<file path="config.mk">
export PLATFORM = sky130hd
export DESIGN_NAME = gtech_ld_bank
export DESIGN_NICKNAME = d
export VERILOG_FILES = /design/src/rtl/gtech_pkg.sv /design/src/rtl/gtech_ld_chan.sv /design/src/rtl/gtech_ld_bank.sv
export SDC_FILE = /design/constraint.sdc
export NUM_CORES = 1
export LEC_CHECK = 0
export ABC_AREA = 1
export CAP_MARGIN = 15
export CORE_UTILIZATION = 38
export CTS_CLUSTER_DIAMETER = 120
export DETAILED_ROUTE_END_ITERATION = 8
export HOLD_SLACK_MARGIN = 0.06
export PLACE_DENSITY = 0.9
export SKIP_CTS_REPAIR_TIMING = 1
export SLEW_MARGIN = 20
export SYNTH_ARGS = -nofsm -noshare
export SYNTH_HDL_FRONTEND = slang
export SYNTH_SLANG_ARGS = --single-unit
</file>
<file path="constraint.sdc">
create_clock -name CP -period 1.1 [get_ports CP]
set_input_delay 0.165 -clock CP [delete_from_list [all_inputs] [get_ports CP]]
set_output_delay 0.165 -clock CP [all_outputs]
set_load 0.01 [all_outputs]
</file>
<file path="src/rtl/gtech_pkg.sv">
// Shared definitions for the generic-tech gated storage banks.
package gtech_pkg;

    // Output modes of a storage channel
    localparam int GT_MODE_REG    = 0;  // Q shows the registered value only
    localparam int GT_MODE_TRANSP = 1;  // Q follows D while the gate is open

    // Per-channel control bundle, for integrators that group the controls
    typedef struct packed {
        logic gn;    // gate, active-low
        logic scdn;  // synchronous clear, active-low
        logic ack;   // change-flag acknowledge
    } gt_ctl_t;

    // Low bit of channel c in a bus of channels, each width bits wide
    function automatic int chan_lo(input int c, input int width);
        return c * width;
    endfunction

endpackage

</file>
<file path="src/rtl/gtech_ld_chan.sv">
// One gated storage channel: stored word, sticky change flag and output mux.
module gtech_ld_chan
    import gtech_pkg::*;
#(
    parameter int               WIDTH       = 8,
    parameter int               TRANSPARENT = GT_MODE_REG,
    parameter logic [WIDTH-1:0] RST_VAL     = '0
) (
    input  logic             cp,
    input  logic             cd,
    input  logic [WIDTH-1:0] d,
    input  logic             gn,
    input  logic             scdn,
    input  logic             ack,
    output logic [WIDTH-1:0] q,
    output logic [WIDTH-1:0] qn,
    output logic             chg
);

    logic [WIDTH-1:0] stored;

    // Storage and change flag: clear beats capture, a new value beats an ack.
    // An ack on a cycle that sets nothing (hold, or re-capture of the same
    // value) retires the flag.
    always_ff @(posedge cp or negedge cd) begin
        if (!cd) begin
            stored <= RST_VAL;
            chg    <= 1'b0;
        end else if (!scdn) begin
            stored <= RST_VAL;
            chg    <= 1'b0;
        end else if (!gn) begin
            stored <= d;
            if (d != stored)
                chg <= 1'b1;
            else if (ack)
                chg <= 1'b0;
        end else if (ack) begin
            chg <= 1'b0;
        end
    end

    // Output mux; while CD is low stored already equals RST_VAL, so gating
    // the bypass with CD keeps Q at the reset value in both modes.
    generate
        if (TRANSPARENT == GT_MODE_TRANSP) begin : g_transp
            assign q = (!gn && cd) ? d : stored;
        end else begin : g_reg
            assign q = stored;
        end
    endgenerate

    assign qn = ~q;

endmodule

</file>
<file path="src/rtl/gtech_ld_bank.sv">
// Bank of CH independent gated storage channels sharing one clock and reset.
module gtech_ld_bank
    import gtech_pkg::*;
#(
    parameter int               WIDTH       = 8,
    parameter int               CH          = 4,
    parameter int               TRANSPARENT = GT_MODE_REG,
    parameter logic [WIDTH-1:0] RST_VAL     = '0
) (
    input  logic                CP,
    input  logic                CD,
    input  logic [CH*WIDTH-1:0] D,
    input  logic [CH-1:0]       GN,
    input  logic [CH-1:0]       SCDN,
    input  logic [CH-1:0]       CHG_ACK,
    output logic [CH*WIDTH-1:0] Q,
    output logic [CH*WIDTH-1:0] QN,
    output logic [CH-1:0]       CHG
);

    // The top only slices buses; all behaviour lives in the channel
    generate
        for (genvar c = 0; c < CH; c++) begin : g_chan
            localparam int LO = chan_lo(c, WIDTH);
            gtech_ld_chan #(
                .WIDTH       (WIDTH),
                .TRANSPARENT (TRANSPARENT),
                .RST_VAL     (RST_VAL)
            ) u_chan (
                .cp   (CP),
                .cd   (CD),
                .d    (D[LO +: WIDTH]),
                .gn   (GN[c]),
                .scdn (SCDN[c]),
                .ack  (CHG_ACK[c]),
                .q    (Q[LO +: WIDTH]),
                .qn   (QN[LO +: WIDTH]),
                .chg  (CHG[c])
            );
        end
    endgenerate

endmodule
</file>
After elaboration in Yosys (flattened, before gate mapping)
Cells that the tools add are included.
{ "word_totals": {"elab_cells": 44, "inputBits": 46, "reg_bits": 36, "out_inout_bits": 68} }
{ "classes": {"n_eq_ne": 8, "bitwise": 4, "n_mux": 24} }
{ "op_table": {"columns": ["cell", "n"], "rows": [
  ["$mux 8", 8],
  ["$ne 8x8->1", 4],
  ["$not 8->8", 4],
  ["$mux 1", 16],
  ["$ne 2x2->1 const B", 4]
]} }

Logic depth before layout (Yosys ltp)
{ "depth": {"ltp_word": 4, "depth_mapped": 8, "mapped_depth_nobuf": 8} }

Cells and area by module
From an unflattened synthesis, not the netlist that was laid out.
{ "unflattened": {"cells_unflattened": 260, "area_unflattened_um2": 1909.3} }
{ "modules_own_cells": {"columns": ["mod", "cells_each", "n_inst", "area_per_inst_um2", "seq_area_each_um2"], "rows": [
  ["gtech_ld_chan (g_chan[1].u_chan ...)", 65, 3, 478.0, 225.2],
  ["gtech_ld_chan (g_chan[0].u_chan)", 65, 1, 475.5, 225.2]
]} }

Worst setup path after synthesis
Ideal clock, no wire load.
{ "synth_path": {"path_kind": "register -> register", "from": "register g_chan[3].u_chan.stored[0]", "to": "register g_chan[3].u_chan.chg", "t_required_ns": 0.984, "setup_ns": 0.116, "path_buffers": 0, "arrival_time_ns": 0.869, "stages_incl_launch_ff": 9, "period_less_slack_ns": 0.985, "slack_ns": 0.115, "path_cell_list": "dfrtp_1 > inv_2 > nand2_1 > nand2_1 > nand2_1 > nor2_1 > nand2_1 > nand2_1 > nand2_1"} }
{ "synth_via": {"elab_chain_cells": 4} }
{ "synth_lines": {"columns": ["element", "line", "text"], "rows": [
  ["from (decl)", "gtech_ld_chan.sv:20", "logic [WIDTH-1:0] stored;"],
  ["from (signal assigned)", "gtech_ld_chan.sv:27", "stored <= RST_VAL;"],
  ["from (signal assigned)", "gtech_ld_chan.sv:30", "stored <= RST_VAL;"],
  ["from (signal assigned)", "gtech_ld_chan.sv:33", "stored <= d;"],
  ["$ne 8x8->1", "gtech_ld_chan.sv:34", "if (d != stored)"],
  ["$mux 1", "gtech_ld_chan.sv:34", null],
  ["$mux 1", "gtech_ld_chan.sv:32", "end else if (!gn) begin"],
  ["$mux 1", "gtech_ld_chan.sv:29", "end else if (!scdn) begin"],
  ["to (signal assigned)", "gtech_ld_chan.sv:28", "chg <= 1'b0;"],
  ["to (signal assigned)", "gtech_ld_chan.sv:31", "chg <= 1'b0;"],
  ["to (signal assigned)", "gtech_ld_chan.sv:35", "chg <= 1'b1;"],
  ["to (decl)", "gtech_ld_chan.sv:17", "output logic chg"]
]} }
Every way passes these cells.
A chain may end at the register's enable or synchronous reset.

Worst setup path after layout
{ "layout_path": {"from": "register g_chan[1].u_chan.stored[0]", "to": "register g_chan[1].u_chan.chg"} }
{ "layout_via": {"elab_chain_cells": 4} }
{ "layout_lines": {"columns": ["element", "line"], "rows": [
  ["from (decl)", "gtech_ld_chan.sv:20"],
  ["from (signal assigned)", "gtech_ld_chan.sv:27"],
  ["from (signal assigned)", "gtech_ld_chan.sv:30"],
  ["from (signal assigned)", "gtech_ld_chan.sv:33"],
  ["$ne 8x8->1", "gtech_ld_chan.sv:34"],
  ["$mux 1", "gtech_ld_chan.sv:34"],
  ["$mux 1", "gtech_ld_chan.sv:32"],
  ["$mux 1", "gtech_ld_chan.sv:29"],
  ["to (signal assigned)", "gtech_ld_chan.sv:28"],
  ["to (signal assigned)", "gtech_ld_chan.sv:31"],
  ["to (signal assigned)", "gtech_ld_chan.sv:35"],
  ["to (decl)", "gtech_ld_chan.sv:17"]
]} }
Every way passes these cells.

==> report_table.html <==
<table>
<tr><th>Metric</th><th>Value</th></tr>
<tr><th colspan="2">Synth</th></tr>
<tr><td>Number of instances in the synthesized netlist</td><td>264</td></tr>
<tr><td>Post-synthesis sequential area ratio</td><td>46.8%</td></tr>
<tr><td>Syn_area_per_cell</td><td>7.30 um^2</td></tr>
<tr><td>Post-synthesis cell type count</td><td>12</td></tr>
<tr><td>Total of warnings raised by yosys</td><td>0</td></tr>
<tr><td>Mapped Nets</td><td>310</td></tr>
<tr><td>Cell area after synthesis</td><td>1930 um^2</td></tr>
<tr><td>Synthesized flop and latch total</td><td>36</td></tr>
<tr><th colspan="2">Detailed routing</th></tr>
<tr><td>Remaining design rule violation count</td><td>0</td></tr>
<tr><td>DR vias/cell</td><td>4.69</td></tr>
<tr><td>Drt pass-1 iters</td><td>4</td></tr>
<tr><td>Starting DRC count in detailed routing</td><td>150</td></tr>
<tr><td>Number of routed nets with antenna violations</td><td>0</td></tr>
<tr><td>Total via count in the routed design</td><td>2392</td></tr>
<tr><td>Routed length per instance</td><td>13.7 um</td></tr>
<tr><td>Total length of routed wires</td><td>6.97 mm</td></tr>
<tr><th colspan="2">Die</th></tr>
<tr><td>Top Ports</td><td>114</td></tr>
<tr><td>Die Ht</td><td>73.2 um</td></tr>
<tr><td>Chip width</td><td>73.2 um</td></tr>
<tr><td>Floorplan core area</td><td>4790 um^2</td></tr>
<tr><td>Total die area</td><td>5360 um^2</td></tr>
<tr><td>Effective utilization at floorplan</td><td>40.3%</td></tr>
<tr><td>Placement Rows</td><td>25</td></tr>
<tr><th colspan="2">STA</th></tr>
<tr><td>Max-slew violation count</td><td>0</td></tr>
<tr><td>Min Tclk post-route</td><td>1.27 ns</td></tr>
<tr><td>Tightest slew margin relative to the limit</td><td>77.4%</td></tr>
<tr><td>Final period utilization</td><td>116%</td></tr>
<tr><td>Unrepaired setup endpoints after global routing</td><td>yes</td></tr>
<tr><td>Highest attainable clock frequency</td><td>786 MHz</td></tr>
<tr><td>Hold Worst Slack</td><td>0.388 ns</td></tr>
<tr><td>Final number of hold-violating endpoints</td><td>0</td></tr>
<tr><td>Setup violations, final</td><td>13</td></tr>
<tr><td>Tightest Pin Transition</td><td>0.338 ns</td></tr>
<tr><td>Crit path setup slack, layout</td><td>-0.172 ns</td></tr>
<tr><td>Clock tree skew after final layout</td><td>0.00335 ns</td></tr>
<tr><th colspan="2">Setup path</th></tr>
<tr><td>Critical path capture point type</td><td>flip-flop</td></tr>
<tr><td>Setup crit start kind</td><td>flip-flop</td></tr>
<tr><td>Worst r2r path cells</td><td>10</td></tr>
<tr><td>Worst-path maximum fanout</td><td>3</td></tr>
<tr><td>End of the critical path</td><td>g_chan[1].u_chan.chg$_DFF_PN0_</td></tr>
<tr><td>Total number of cells along the worst setup path</td><td>10</td></tr>
<tr><td>Launching element of the worst setup path</td><td>g_chan[1].u_chan.q[0]$_DFFE_PN0P_</td></tr>
<tr><td>Worst path slowest cell</td><td>dfrtp_1</td></tr>
<tr><td>Reg2reg start</td><td>g_chan[1].u_chan.q[0]$_DFFE_PN0P_</td></tr>
<tr><td>Crit-path cells</td><td>buf_6 -&gt; inv_4 -&gt; buf_6 -&gt; nand2_4 -&gt; nand2_2 -&gt; nand3_2 -&gt; nor2_2 -&gt; nand2_1 -&gt; nand2_1 -&gt; nand2_1</td></tr>
<tr><td>Start-to-end type of the worst setup path</td><td>reg2reg</td></tr>
<tr><td>WP data arrival</td><td>1.44 ns</td></tr>
<tr><td>Cell occurring most often along the worst timing path</td><td>nand2_1</td></tr>
<tr><td>Family of cells with the greatest summed delay on the critical path</td><td>simple AND/OR/NAND/NOR gates</td></tr>
<tr><td>Critical register-to-register path endpoint</td><td>g_chan[1].u_chan.chg$_DFF_PN0_</td></tr>
<tr><td>Longest individual stage delay on the worst path</td><td>0.41 ns</td></tr>
<tr><td>Worst Path Buf+Inv</td><td>3</td></tr>
<tr><td>Slack of the worst reg-to-reg path</td><td>-0.17 ns</td></tr>
<tr><td>Worst path required time</td><td>1.27 ns</td></tr>
<tr><th colspan="2">Clocking</th></tr>
<tr><td>Level count of the clock H-tree</td><td>2</td></tr>
<tr><td>Clk Tree Root Cell</td><td>clkbuf_8</td></tr>
<tr><td>Clock-pin transition on the worst setup and hold timing paths</td><td>0.07 ns</td></tr>
<tr><td>CTS buffer count</td><td>5</td></tr>
<tr><td>Skew-Pair Late Insertion Delay</td><td>0.28 ns</td></tr>
<tr><td>Clock Tree Buf Depth</td><td>2</td></tr>
<tr><td>Number of sinks driven by the clock tree</td><td>36</td></tr>
<tr><td>Clock tree from TritonCTS</td><td>done</td></tr>
<tr><th colspan="2">Global route</th></tr>
<tr><td>Via count of the first global-routing pass</td><td>2281</td></tr>
<tr><td>GRT overflow</td><td>0</td></tr>
<tr><td>Wire length of the first global-routing pass</td><td>9.61 mm</td></tr>
<tr><td>Global routing usage summed across all routing layers</td><td>23.5%</td></tr>
<tr><td>Number of antenna violations at the first check in global routing</td><td>0</td></tr>
<tr><td>Pin count of the biggest net entering global routing</td><td>37</td></tr>
<tr><th colspan="2">Power and ir drop</th></tr>
<tr><td>Lkg Pwr</td><td>0.00236 uW</td></tr>
<tr><td>PD cells</td><td>960 nW/um^2</td></tr>
<tr><td>Largest voltage drop on the vdd net</td><td>0.744 mV</td></tr>
<tr><th colspan="2">Layout</th></tr>
<tr><td>Most frequent cells in the layout</td><td>96 x nand2_1, 50 x buf_4, 44 x clkdlybuf4s50_1, 36 x dfrtp_1, 35 x inv_2</td></tr>
<tr><td>Final-stage net count</td><td>489</td></tr>
<tr><td>Fraction of layout cells with a size suffix above 1</td><td>36.8%</td></tr>
<tr><td>Storage cell area</td><td>901 um^2</td></tr>
<tr><td># fillers</td><td>318</td></tr>
<tr><td>Ant diodes</td><td>0</td></tr>
<tr><td>Share of the core filled with cells in the final layout</td><td>79.6%</td></tr>
<tr><td>Combined area of the multi-input logic cells</td><td>853 um^2</td></tr>
<tr><td>Commonest non-fill, non-tap cell in the layout</td><td>nand2_1</td></tr>
<tr><td>Non-filler cells in the finished layout</td><td>510</td></tr>
<tr><td>Synthesis-to-finish area growth</td><td>97.8%</td></tr>
<tr><th colspan="2">Status</th></tr>
<tr><td>Result of the run</td><td>complete, but fails checks</td></tr>
<tr><td>Violated checks</td><td>negative setup slack</td></tr>
<tr><th colspan="2">Placement</th></tr>
<tr><td>Port Buffer Count</td><td>113</td></tr>
<tr><td>Placer's final routability congestion estimate</td><td>0.775</td></tr>
<tr><td>Placed wire-length estimate</td><td>4.87 mm</td></tr>
<tr><td>Placed cells</td><td>491</td></tr>
<tr><th colspan="2">Run</th></tr>
<tr><td>Max-capacitance violation count</td><td>0</td></tr>
<tr><th colspan="2">Hold path</th></tr>
<tr><td>Tightest Hold Check Type</td><td>in2async</td></tr>
</table>
synth_stat cells (all sizes together):
cell	instances	area [um^2]
o22ai	20	125
nand2	100	375
buf	4	30.0
nand3	4	20.0
o21ai	12	60.1
inv	60	225
dfrtp	36	901
nor2	16	85.1
xnor2	12	105
power breakdown:
part	total, uW	leakage, uW	switching [uW]	internal, uW
clock network	1030	0.0000503	474	559
logic	1160	0.00184	519	638
registers	1470	0.000476	68.0	1400
worst min-delay path by stage:
stage                     start                           endpoint  slack, ns  cells after the start
after global placement       CD  g_chan[1].u_chan.q[1]$_DFFE_PN0P_       0.14                      2
after floorplan              CD     g_chan[0].u_chan.chg$_DFF_PN0_      -0.13                      0
after CTS                    CD  g_chan[0].u_chan.q[0]$_DFFE_PN0P_      -0.15                      2
after global routing         CD  g_chan[0].u_chan.q[0]$_DFFE_PN0P_       0.39                      3
after detailed placement     CD  g_chan[1].u_chan.q[1]$_DFFE_PN0P_       0.15                      2
final                        CD  g_chan[0].u_chan.q[0]$_DFFE_PN0P_       0.39                      3
cell families (layout without fill, tap and decap cells):
logic type      count (synthesis)  count (layout)  share of synthesized area [%]
compound gates                 32              32                           9.61
xor+xnor                       12              12                           5.45
flops                          36              36                           46.8
simple gates                  120             120                           24.9
buf+inv                        64             243                           13.2
flip-flops by register name, summed over array words and instances (netlist names):
name               cells
g_chan.u_chan.chg      4
g_chan.u_chan.q       32
through the flow:
stage	area (um^2)	setup WS, ns	TNS [ns]	power (uW)
global route	3810	-0.271	-1.39	3810
floorplan	1930	0.115	0	1860
finish	3810	-0.172	-0.539	3660
detailed placement	3500	-0.203	-5.52	2580
CTS	3600	-0.414	-22.17	3600
global placement	3500	-0.127	-3.97	2540
worst register-to-register path: cells and delay by family, from the launching register on:
family | cells | cell delay, ns
DFF | 1 | 0.41
buffers and inverters | 3 | 0.27
and+or+nand+nor | 7 | 0.48
layout make-up:
class / count / share of cell area [%]
clock buffers: 7 / 2.53
inverters: 60 / 6.24
multi-input cells: 164 / 22.4
flip-flops and latches: 36 / 23.6
well taps: 67 / 2.20
repair buffers: 176 / 43.0
layer usage:
metal | up-vias | GRT usage, % | share of wire, %
li1 | 1154 | - | -
met1 | 1124 | 23.9 | 36
met2 | 98 | 45.5 | 56
met3 | 16 | 7.04 | 6.3
met4 | 0 | 6.75 | 1.7
met5 | - | 0 | 0
(Power assumes the default switching activity.)
